### src/rtl/floo_isol_pkg.sv
// Shared types and width helpers for the tile port isolator.
package floo_isol_pkg;

    typedef enum logic [1:0] {
        ACTIVE   = 2'd0,
        DRAIN    = 2'd1,
        ISOLATED = 2'd2,
        TIMEOUT  = 2'd3
    } isol_state_e;

    function automatic int cnt_width(input int max_outstanding);
        return $clog2(max_outstanding + 1);
    endfunction

    // Floor at one bit so tiny timeouts still yield a legal vector.
    function automatic int tmr_width(input int drain_timeout);
        return (drain_timeout > 2) ? $clog2(drain_timeout) : 1;
    endfunction

endpackage

### src/rtl/floo_isol_port_ctrl.sv
// Purpose: single-port isolation FSM, outstanding/burst tracking and valid/ready gating.
// Latency: zero-cycle combinational pass-through; ack/timeout/stray are registered.
// Backpressure: requests held off at the outstanding limit or while draining/fenced; fenced responses are sunk.
module floo_isol_port_ctrl
    import floo_isol_pkg::*;
#(
    parameter int ReqWidth       = 64,
    parameter int RspWidth       = 64,
    parameter int MaxOutstanding = 16,
    parameter int DrainTimeout   = 1024,
    localparam int CntWidth      = cnt_width(MaxOutstanding)
) (
    input  logic                clk_i,
    input  logic                rst_i,
    input  logic                isol_req_i,
    output logic                isol_ack_o,
    output logic                timeout_o,
    output logic                stray_rsp_o,
    input  logic                tile_req_valid_i,
    output logic                tile_req_ready_o,
    input  logic                tile_req_last_i,
    input  logic [ReqWidth-1:0] tile_req_data_i,
    output logic                link_req_valid_o,
    input  logic                link_req_ready_i,
    output logic                link_req_last_o,
    output logic [ReqWidth-1:0] link_req_data_o,
    input  logic                link_rsp_valid_i,
    output logic                link_rsp_ready_o,
    input  logic [RspWidth-1:0] link_rsp_data_i,
    output logic                tile_rsp_valid_o,
    input  logic                tile_rsp_ready_i,
    output logic [RspWidth-1:0] tile_rsp_data_o,
    output logic [CntWidth-1:0] outstanding_o
);

    localparam int TmrWidth = tmr_width(DrainTimeout);
    localparam logic [CntWidth-1:0] CntMax  = CntWidth'(MaxOutstanding);
    localparam logic [TmrWidth-1:0] TmrLast = TmrWidth'(DrainTimeout - 1);

    isol_state_e          state_q, state_d;
    logic [CntWidth-1:0]  cnt_q, cnt_d;
    logic [TmrWidth-1:0]  tmr_q, tmr_d;
    logic                 burst_q, burst_d;
    logic                 ack_q, timeout_q, stray_q, stray_d;
    logic                 gated, req_block;
    logic                 req_hs, rsp_hs, cnt_inc, cnt_dec;

    // An open burst always finishes; only a fresh request can be held off.
    always_comb begin
        gated     = (state_q == ISOLATED) || (state_q == TIMEOUT);
        req_block = gated || (!burst_q && ((state_q == DRAIN) || (cnt_q == CntMax)));
    end

    assign link_req_valid_o = tile_req_valid_i & ~req_block;
    assign tile_req_ready_o = link_req_ready_i & ~req_block;
    assign link_req_last_o  = tile_req_last_i;
    assign link_req_data_o  = tile_req_data_i;

    assign tile_rsp_valid_o = link_rsp_valid_i & ~gated;
    assign link_rsp_ready_o = gated | tile_rsp_ready_i;
    assign tile_rsp_data_o  = link_rsp_data_i;

    assign req_hs  = link_req_valid_o & link_req_ready_i;
    assign rsp_hs  = link_rsp_valid_i & link_rsp_ready_o;
    assign cnt_inc = req_hs & tile_req_last_i;
    assign cnt_dec = rsp_hs & ~gated;

    always_comb begin
        state_d = state_q;
        cnt_d   = cnt_q;
        tmr_d   = tmr_q;
        burst_d = burst_q;
        // Dropped responses and responses with nothing outstanding are both strays.
        stray_d = rsp_hs & (gated | (cnt_q == '0));

        if (req_hs) begin
            burst_d = ~tile_req_last_i;
        end

        if (cnt_inc && !cnt_dec) begin
            cnt_d = cnt_q + CntWidth'(1);
        end else if (cnt_dec && !cnt_inc && (cnt_q != '0)) begin
            cnt_d = cnt_q - CntWidth'(1);
        end

        unique case (state_q)
            ACTIVE: begin
                tmr_d = '0;
                if (isol_req_i) begin
                    state_d = DRAIN;
                end
            end
            DRAIN: begin
                tmr_d = tmr_q + TmrWidth'(1);
                if (!isol_req_i) begin
                    state_d = ACTIVE;
                end else if ((cnt_q == '0) && !burst_q) begin
                    state_d = ISOLATED;
                end else if (tmr_q == TmrLast) begin
                    // Lost transactions are written off so the port restarts clean.
                    state_d = TIMEOUT;
                    cnt_d   = '0;
                    burst_d = 1'b0;
                end
            end
            default: begin
                if (!isol_req_i) begin
                    state_d = ACTIVE;
                end
            end
        endcase
    end

    always_ff @(posedge clk_i) begin
        if (rst_i) begin
            state_q   <= ACTIVE;
            cnt_q     <= '0;
            tmr_q     <= '0;
            burst_q   <= 1'b0;
            ack_q     <= 1'b0;
            timeout_q <= 1'b0;
            stray_q   <= 1'b0;
        end else begin
            state_q   <= state_d;
            cnt_q     <= cnt_d;
            tmr_q     <= tmr_d;
            burst_q   <= burst_d;
            ack_q     <= (state_d == ISOLATED) || (state_d == TIMEOUT);
            timeout_q <= (state_d == TIMEOUT);
            stray_q   <= stray_d;
        end
    end

    assign isol_ack_o    = ack_q;
    assign timeout_o     = timeout_q;
    assign stray_rsp_o   = stray_q;
    assign outstanding_o = cnt_q;

endmodule

### src/rtl/floo_tile_port_isolator.sv
// Purpose: NumPorts independent link isolation stages between tile router ports and mesh links.
// Latency: zero-cycle pass-through per port; status outputs registered.
// Backpressure: per-port gating only, no cross-port arbitration or coupling.
module floo_tile_port_isolator
    import floo_isol_pkg::*;
#(
    parameter int NumPorts       = 4,
    parameter int ReqWidth       = 64,
    parameter int RspWidth       = 64,
    parameter int MaxOutstanding = 16,
    parameter int DrainTimeout   = 1024,
    localparam int CntWidth      = cnt_width(MaxOutstanding)
) (
    input  logic                         clk_i,
    input  logic                         rst_i,
    input  logic [NumPorts-1:0]          isol_req_i,
    output logic [NumPorts-1:0]          isol_ack_o,
    output logic [NumPorts-1:0]          timeout_o,
    output logic [NumPorts-1:0]          stray_rsp_o,
    input  logic [NumPorts-1:0]          tile_req_valid_i,
    output logic [NumPorts-1:0]          tile_req_ready_o,
    input  logic [NumPorts-1:0]          tile_req_last_i,
    input  logic [NumPorts*ReqWidth-1:0] tile_req_data_i,
    output logic [NumPorts-1:0]          link_req_valid_o,
    input  logic [NumPorts-1:0]          link_req_ready_i,
    output logic [NumPorts-1:0]          link_req_last_o,
    output logic [NumPorts*ReqWidth-1:0] link_req_data_o,
    input  logic [NumPorts-1:0]          link_rsp_valid_i,
    output logic [NumPorts-1:0]          link_rsp_ready_o,
    input  logic [NumPorts*RspWidth-1:0] link_rsp_data_i,
    output logic [NumPorts-1:0]          tile_rsp_valid_o,
    input  logic [NumPorts-1:0]          tile_rsp_ready_i,
    output logic [NumPorts*RspWidth-1:0] tile_rsp_data_o,
    output logic [NumPorts*CntWidth-1:0] outstanding_o
);

    for (genvar p = 0; p < NumPorts; p++) begin : g_port
        floo_isol_port_ctrl #(
            .ReqWidth      (ReqWidth),
            .RspWidth      (RspWidth),
            .MaxOutstanding(MaxOutstanding),
            .DrainTimeout  (DrainTimeout)
        ) u_ctrl (
            .clk_i           (clk_i),
            .rst_i           (rst_i),
            .isol_req_i      (isol_req_i[p]),
            .isol_ack_o      (isol_ack_o[p]),
            .timeout_o       (timeout_o[p]),
            .stray_rsp_o     (stray_rsp_o[p]),
            .tile_req_valid_i(tile_req_valid_i[p]),
            .tile_req_ready_o(tile_req_ready_o[p]),
            .tile_req_last_i (tile_req_last_i[p]),
            .tile_req_data_i (tile_req_data_i[p*ReqWidth +: ReqWidth]),
            .link_req_valid_o(link_req_valid_o[p]),
            .link_req_ready_i(link_req_ready_i[p]),
            .link_req_last_o (link_req_last_o[p]),
            .link_req_data_o (link_req_data_o[p*ReqWidth +: ReqWidth]),
            .link_rsp_valid_i(link_rsp_valid_i[p]),
            .link_rsp_ready_o(link_rsp_ready_o[p]),
            .link_rsp_data_i (link_rsp_data_i[p*RspWidth +: RspWidth]),
            .tile_rsp_valid_o(tile_rsp_valid_o[p]),
            .tile_rsp_ready_i(tile_rsp_ready_i[p]),
            .tile_rsp_data_o (tile_rsp_data_o[p*RspWidth +: RspWidth]),
            .outstanding_o   (outstanding_o[p*CntWidth +: CntWidth])
        );
    end

endmodule

### config.mk
export PLATFORM = sky130hd
export DESIGN_NAME = floo_tile_port_isolator
export DESIGN_NICKNAME = d
export VERILOG_FILES = /design/src/rtl/floo_isol_pkg.sv /design/src/rtl/floo_isol_port_ctrl.sv /design/src/rtl/floo_tile_port_isolator.sv
export SDC_FILE = /design/constraint.sdc
export NUM_CORES = 1
export LEC_CHECK = 0
export ABC_CLOCK_PERIOD_IN_PS = 2700
export BUFFER_PORTS_ARGS = -buffer_cell sky130_fd_sc_hd__clkbuf_2
export CORE_AREA = 3 3 423 425
export CTS_CLUSTER_SIZE = 40
export DETAILED_ROUTE_END_ITERATION = 16
export DIE_AREA = 0 0 426 428
export HOLD_SLACK_MARGIN = 0.03
export PLACE_DENSITY_LB_ADDON = 0.2
export SYNTH_ARGS = -nofsm -noshare
export SYNTH_HDL_FRONTEND = slang
export SYNTH_SLANG_ARGS = --single-unit
### constraint.sdc
create_clock -name clk_i -period 2.7 [get_ports clk_i]
set_input_delay 0.405 -clock clk_i [delete_from_list [all_inputs] [get_ports clk_i]]
set_output_delay 0.405 -clock clk_i [all_outputs]
set_load 0.005 [all_outputs]
==> reports/qor.txt, run 1 <==
Relative slew margins = 50.6%
Power density of the placed cells = 493 nW/µm²
# Max-Cap Violations = 0
Post-synth top cells = sky130_fd_sc_hd__buf_4, sky130_fd_sc_hd__dfxtp_1, sky130_fd_sc_hd__nor2_1, sky130_fd_sc_hd__a21oi_1, sky130_fd_sc_hd__nand3_1
Maximum clock path buffer count = 2
Cell taking the most area after synthesis = sky130_fd_sc_hd__buf_4
H-tree Lvls = 3
Global routing usage summed across all routing layers = 5.58%
Class of the most critical setup path = register to output port
DP Cell Count = 2,987
Wire length of the first global-routing pass = 64.8 mm
RD Place Congestion = 0.654
Die height = 428 µm
Port Buffer Count = 77
Instance count of the mapped netlist = 1,115
Non-Filler Instances = 3,003
Clock latency at the later pin of the worst-skew pair = 0.43 ns
# DRC = 0
Worst Hold Class = input port to register
Largest net degree at the start of global routing = 20
Initial standard-cell utilization of the core = 4.97%
Post-synth EDFFs = 0
Setup repair after global routing missed its margin = no
Fin. max-slew vios = 0
Number of cell instances on the worst register-to-register path = 7
Final Critical Period = 2.47 ns
Grt total ovfl = 0
Number of global-route vias before repair = 5,750
Critical register-to-register path startpoint = g_port[3].u_ctrl.outstanding_o[0]
NumNets Final = 1,212
Data required, critical path = 2.30 ns
Number of warnings printed during yosys synthesis = 0
Final antenna diode count = 0
Cts bufs inserted = 9
Timing-limited maximum frequency = 404 MHz
Net count after synthesis = 1,669
Net switching power = 0.00157 W
Number of hold violations in the final report = 0
Post CTS Setup Buffer Count = 0
Reg-to-reg slack, setup = 0.57 ns
Hold path startpoint = link_rsp_valid_i[2]
Hold path endpoint = g_port[2].u_ctrl.stray_rsp_o
Final TNS setup = 0 ns
Post-Route WL = 52.0 mm
Net switching share of the total power = 38.2%
Worst slew pin tran = 0.741 ns
Cell count of the worst hold path = 2
Skew final = 0.0126 ns
Cell types occupying the most area after synthesis = sky130_fd_sc_hd__buf_4, sky130_fd_sc_hd__dfxtp_1, sky130_fd_sc_hd__a21oi_1
Routed via count = 5,574
Number of placement rows = 154
TritonCTS clock tree = built
Iteration count of the initial detailed-routing pass = 4
Layout cell share with drive strength beyond 1 = 21.4%
Avg Inst Size Synth = 7.83 µm²
Layout-stage area growth over the synthesis result = -4.30%
Worst endpoint data arrival time = 2.07 ns
Count leader, synth = sky130_fd_sc_hd__buf_4
Number of sinks on the clock net = 84
Synthesis-stage register bit count = 84
Prevailing post-synth register cell = sky130_fd_sc_hd__dfxtp_1
Async set-or-reset flop fraction in the synthesized netlist = 0%
Int Pwr = 0.00255 W
Result of the run = finished, final reports clean
Max IR drop VDD = 0.253 mV
Share of total power in combinational logic = 29.1%
DR iter-0 viols = 360
Final clock period utilization by the worst path = 91.7%
Initial antenna violation count = 5
Std-Cell Core Area = 176,000 µm²
Sequential power share = 36.5%
Number of nets with antenna violations after detailed routing = 0
Count of different cell masters after synthesis = 65
Worst Setup End Kind = output port
Clock Power Share = 34.4%
Die width = 426 µm
Endpoints failing setup = 0
DIE AREA = 182,000 µm²
Nature of the critical path startpoint = register
Total leakage power = 2.25 nW
Highest net fanout along the worst path = 7
Clock Root Buffer = sky130_fd_sc_hd__clkbuf_16
Via density per instance = 1.86
Top-area cell type share of the netlist area = 46.8%
Number of placed I/O pins = 1,102
Sequential share of the synthesized area = 19.3%
HPWL after detailed placement = 43.4 mm
Clock-pin transition on the worst setup and hold timing paths = 0.07 ns
Reg-to-reg endpoint = g_port[3].u_ctrl.outstanding_o[1]
Wire length per cell = 17.3 µm
Cell area after synthesis = 8730 µm²
-- what timing repair did --
| action | 4_1_cts | 5_1_grt |
|---|---|---|
| hold endpoints to repair | 0 | 0 |
| endpoints found under the setup margin | 0 | 4 |
| gates resized for setup | 0 | 4 |
| hold buffers | 0 | 0 |
-- placed cells by master (no fill, tap or decap), types with 6 or more instances in the layout --
master and instances:
sky130_fd_sc_hd__nand3b_1 12, sky130_fd_sc_hd__nand2_1 30, sky130_fd_sc_hd__dfxtp_1 82, sky130_fd_sc_hd__clkbuf_2 76, sky130_fd_sc_hd__a211oi_1 6, sky130_fd_sc_hd__and3_1 8, sky130_fd_sc_hd__o21ai_0 20, sky130_fd_sc_hd__clkbuf_16 9
sky130_fd_sc_hd__nand3_1 34, sky130_fd_sc_hd__or2_2 6, sky130_fd_sc_hd__and2_1 7, sky130_fd_sc_hd__nor3b_1 10, sky130_fd_sc_hd__xnor2_1 7, sky130_fd_sc_hd__nor3_1 30, sky130_fd_sc_hd__nor2_1 66, sky130_fd_sc_hd__nand4_1 15
sky130_fd_sc_hd__nand2b_1 8, sky130_fd_sc_hd__a21oi_1 56, sky130_fd_sc_hd__nor2b_1 9, sky130_fd_sc_hd__inv_1 17, sky130_fd_sc_hd__ha_1 16, sky130_fd_sc_hd__a21o_1 16, sky130_fd_sc_hd__buf_4 20
-- through the flow --
stage / cell area [µm²] / utilization [%] / total power, W / setup slack [ns] / hold slack, ns
2_1_floorplan: 8730 / - / 0.00286 / 0.631 / 0.449
3_3_place_gp: 8050 / 4.58 / 0.00281 / 0.461 / 0.475
3_5_place_dp: 8050 / 4.58 / 0.00278 / 0.486 / 0.473
4_1_cts: 8340 / 4.74 / 0.00435 / 0.0153 / 0.196
5_1_grt: 8350 / 4.75 / 0.00449 / 0.00194 / 0.243
6_report: 8350 / 4.75 / 0.00412 / 0.225 / 0.276
-- power by group through the flow --
stage	registers (W)	clock network, W	logic (W)
CTS	0.00150	0.00159	0.00126
floorplan	0.00146	0	0.00141
global placement	0.00154	0	0.00127
global route	0.00153	0.00159	0.00137
detailed placement	0.00153	0	0.00125
finish	0.00150	0.00142	0.00120
-- worst max-delay path by stage --
stage | end | slack, ns | from | depth (start not counted)
2_1_floorplan | g_port[2].u_ctrl.outstanding_o[1] | 0.63 | g_port[2].u_ctrl.outstanding_o[0] | 7
3_3_place_gp | g_port[2].u_ctrl.outstanding_o[1] | 0.46 | g_port[2].u_ctrl.outstanding_o[0] | 7
3_5_place_dp | g_port[2].u_ctrl.outstanding_o[1] | 0.49 | g_port[2].u_ctrl.outstanding_o[0] | 7
4_1_cts | tile_req_ready_o[2] | 0.02 | g_port[2].u_ctrl.outstanding_o[0] | 7
5_1_grt | link_req_valid_o[0] | 0.002 | g_port[0].u_ctrl.outstanding_o[0] | 6
6_report | link_req_valid_o[0] | 0.23 | g_port[0].u_ctrl.outstanding_o[0] | 6
-- worst max-delay path: stages (launching register included) --
cell and delay, ns:
sky130_fd_sc_hd__dfxtp_1 0.47, sky130_fd_sc_hd__inv_1 0.11, sky130_fd_sc_hd__ha_1 0.22, sky130_fd_sc_hd__nor4bb_1 0.14, sky130_fd_sc_hd__o21bai_1 0.40, sky130_fd_sc_hd__and2_1 0.21, sky130_fd_sc_hd__clkbuf_2 0.12
-- sequential cells by signal, summed over array words and instances, names as in the netlist --
signal / flops
g_port.u_ctrl.state_q: 8
g_port.u_ctrl.stray_rsp_o: 4
g_port.u_ctrl.timeout_o: 4
g_port.u_ctrl.outstanding_o: 20
g_port.u_ctrl.burst_q: 4
g_port.u_ctrl.tmr_q: 40
g_port.u_ctrl.isol_ack_o: 4
-- logic make-up (layout without fill, tap and decap cells) --
group / count (synthesis) / count (layout) / share of synthesized area [%]
buf+inv: 584 / 132 / 48.5
simple gates: 273 / 273 / 17.5
compound gates: 144 / 144 / 11.0
flops: 84 / 84 / 19.3
fa+ha+maj: 16 / 16 / 2.29
xor+xnor: 9 / 9 / 0.903
mux: 5 / 5 / 0.573
-- cell type report --
cell class,instances,area [µm²]
clock buffer,12,236
inverter,18,67.6
sequential,84,1680
timing repair buffer,98,556
clock inverter,4,50.0
multi-input combinational,447,2830
fill,20900,167000
tap,2340,2930
-- layer usage --
layer | GRT usage [%] | up-vias | part of all wire, %
met5 | 1.61 | - | 0.73
met4 | 4.49 | 10 | 8.0
met1 | 4.77 | 2462 | 31
met3 | 6.51 | 214 | 23
li1 | - | 2264 | -
met2 | 6.77 | 624 | 37
Power figures use the tool's default switching activity.
==> inputs of run 2 (changes only) <==
- CORE_AREA: 3 3 423 425 -> 2 2 435 437
- DIE_AREA: 0 0 426 428 -> 0 0 437 439
==> run 2 against run 1 <==
  * First-iteration DRC count is 8.3% lower
  * Combinational power barely moved
  * Non-clock buffer count decreased by 5
  * Clock skew up 0.0051 ns
  * Worst hold slack better by 0.0026 ns
  * Largest cell class unchanged
  * Critical endpoint is now link_req_valid_o[1]
  * Flip-flop and latch count did not move
  * Clock-buffer cell count is 2 lower
  * Global-route usage decreased by 0.11 points
  * Sequential share of layout area shrank 0.45 points
  * Power grew 2.8%
  * Die area is 5.2% higher
  * Largest power group is now the clock network
  * Register-to-register slack got worse by 0.04 ns
==> reports/qor.txt, run 2 (same netlist as run 1, synthesis figures left out) <==
Setup repair after global routing missed its margin = no
Maximum clock path buffer count = 2 (unchanged)
Iteration count of the initial detailed-routing pass = 4 (unchanged)
Cell chain of the critical path = inv_1, ha_1, a31oi_1, nor2_1, nor3b_2, clkbuf_2
Class of the most critical setup path = register to output port
Result of the run = finished, final reports clean
Non-Filler Instances = 3,154 (+5.0%)
Hold buffer count at cts = 0 (unchanged)
Number of placement rows = 159 (+3.2%)
Largest delay contributor family on the critical path = flip-flops
Data required, critical path = 2.30 ns (about the same)
Max IR drop VDD = 0.321 mV (+27%)
Count of filler cells inserted in the layout = 22,300 (+6.8%)
Clock Power Share = 36.0% (+1.6 points)
H-tree Lvls = 3 (unchanged)
Fin util = 4.56% (-0.19 points)
Clock latency at the later pin of the worst-skew pair = 0.42 ns (about the same)
Net switching power = 0.00160 W (+1.4%)
Critical path buffers and inverters = 2 (unchanged)
Die height = 439 µm (+2.6%)
Final clock period utilization by the worst path = 92.1% (+0.46 points)
Via density per instance = 1.78 (-3.8%)
Post-Route WL = 54.3 mm (+4.4%)
Global-route met2 utilization = 6.81% (+0.041 points)
Relative slew margins = 41.1% (-9.5 points)
Timing-limited maximum frequency = 402 MHz (-0.50%)
Number of nets with antenna violations after detailed routing = 0 (unchanged)
NumNets Final = 1,207 (-0.41%)
Worst slew pin tran = 0.883 ns (+0.142 ns)
Sequential standard cell area = 1680 µm² (-0.15%)
Fin. max-slew vios = 0 (unchanged)
Slowest stage delay, CP = 0.46 ns (about the same)
Worst Hold Class = input port to register
Power density of the placed cells = 497 nW/µm² (+0.63%)
Final Critical Period = 2.49 ns (+0.0124 ns)
Number of global-route vias before repair = 5,558 (-3.3%)
Routed via count = 5,629 (+0.99%)
# Max-Cap Violations = 0 (unchanged)
Most common library cell in the layout ignoring fill and taps = sky130_fd_sc_hd__dfxtp_1
Fin Hold WS = 0.279 ns (+0.00259 ns)
Die width = 437 µm (+2.6%)
Initial antenna violation count = 2 (-3)
Worst Setup End Kind = output port
RD Place Congestion = 0.637 (-2.5%)
Share of total power in combinational logic = 29.0% (about the same)
Grt met1 use = 4.12% (-0.65 points)
Largest net degree at the start of global routing = 23 (+15%)
HPWL after detailed placement = 44.8 mm (+3.2%)
Std-Cell Core Area = 187,000 µm² (+6.4%)
TritonCTS clock tree = built
DP Cell Count = 3,137 (+5.0%)
Initial standard-cell utilization of the core = 4.67% (-0.30 points)
Total leakage power = 2.24 nW (-0.29%)
Area of combinational cells with multiple inputs = 2830 µm² (about the same)
Final TNS setup = 0 ns (unchanged)
Routing layer with the top usage in global route = met3
Wire length of the first global-routing pass = 66.0 mm (+2.0%)
Layout cell share with drive strength beyond 1 = 20.7% (-0.72 points)
GR Util met3 = 7.03% (+0.52 points)
Endpoints failing setup = 0 (unchanged)
Int Pwr = 0.00264 W (+3.6%)
Sequential power share = 35.0% (-1.5 points)
Number of placed I/O pins = 1,102 (unchanged)
Nature of the critical path startpoint = register
Net switching share of the total power = 37.6% (-0.50 points)
Layout-stage area growth over the synthesis result = -2.26%
DR iter-0 viols = 330 (-8.3%)
Master of the slowest instance on the critical path = sky130_fd_sc_hd__dfxtp_1
Clock Root Buffer = sky130_fd_sc_hd__clkbuf_16
# DRC = 0 (unchanged)
Number of sinks on the clock net = 84 (unchanged)
Total power = 0.00424 W (+2.8%)
Clock-pin transition on the worst setup and hold timing paths = 0.08 ns (about the same)
DIE AREA = 192,000 µm² (+5.2%)
Number of hold violations in the final report = 0 (unchanged)
Top register by number of flip-flops = g_port.u_ctrl.tmr_q
Cts bufs inserted = 9 (unchanged)
Wire length per cell = 17.2 µm (-0.63%)
Flip-flop count of the largest register after layout = 40 (unchanged)
Most frequent cells in the layout = sky130_fd_sc_hd__dfxtp_1, sky130_fd_sc_hd__clkbuf_2, sky130_fd_sc_hd__nor2_1
Port Buffer Count = 77 (unchanged)
Highest net fanout along the worst path = 7 (unchanged)
Skew final = 0.0177 ns (+0.00508 ns)
Worst endpoint data arrival time = 2.08 ns (about the same)
Grt total ovfl = 0 (unchanged)
Global routing usage summed across all routing layers = 5.46% (-0.11 points)
-- run 2: cell types whose count changed in the layout (fill, tap and decap cells not counted), sizes merged --
cell | before | now
clkinvlp | 2 | 1
diode | 0 | 2
clkbuf | 88 | 86
buf | 22 | 17
bufinv | 1 | 2
clkinv | 2 | 3
-- run 2: final cells by class --
cell class	instances	area share, %
inverter	18	0.792
sequential	84	19.7
clock buffer	10	2.68
multi-input combinational	447	33.2
antenna	2	0.0587
tap	2495	36.6
clock inverter	5	0.909
timing repair buffer	93	6.07
-- run 2: worst paths after layout --
path	slack, ns	startpoint	cells after the start	end
max reg2reg	0.53	g_port[2].u_ctrl.outstanding_o[0]	7	g_port[2].u_ctrl.outstanding_o[1]
min	0.28	link_rsp_valid_i[1]	2	g_port[1].u_ctrl.stray_rsp_o
min reg2reg	0.48	g_port[3].u_ctrl.tmr_q[1]	2	g_port[3].u_ctrl.tmr_q[1]
max	0.21	g_port[1].u_ctrl.outstanding_o[1]	6	link_req_valid_o[1]
-- run 2: what timing repair did --
| item | CTS | global route |
|---|---|---|
| buffers inserted | 0 | 0 |
| setup endpoints to repair | 0 | 3 |
| gates resized for setup | 0 | 2 |
-- run 2: worst reg2reg max path, cell delays in order (launching register included) --
cell and delay, ns:
sky130_fd_sc_hd__dfxtp_1 0.44, sky130_fd_sc_hd__inv_1 0.10, sky130_fd_sc_hd__ha_1 0.24, sky130_fd_sc_hd__nor4b_4 0.16
sky130_fd_sc_hd__or4_4 0.54, sky130_fd_sc_hd__and2_4 0.17, sky130_fd_sc_hd__a221o_1 0.33, sky130_fd_sc_hd__a21oi_1 0.13
-- run 2: power by group through the flow --
stage | Sequential [W] | Combinational (W) | Clock, W
floorplan | 0.00146 | 0.00141 | 0
global placement | 0.00151 | 0.00131 | 0
detailed placement | 0.00151 | 0.00129 | 0
CTS | 0.00149 | 0.00130 | 0.00167
global route | 0.00151 | 0.00140 | 0.00168
finish | 0.00148 | 0.00123 | 0.00152
-- run 2: metrics by stage --
step                setup slack [ns]  instance area [µm²]
finish                         0.213                 8530
global route                  0.0524                 8530
CTS                           0.0377                 8510
detailed placement             0.506                 8210
global placement               0.434                 8210
floorplan                      0.631                 8730
-- run 2: routing by layer --
metal  vias to the layer above  share of wire [%]
li1                       2257                  -
met1                      2461                 27
met2                       688                 38
met3                       207                 26
met4                        16                7.7
met5                         -                1.0
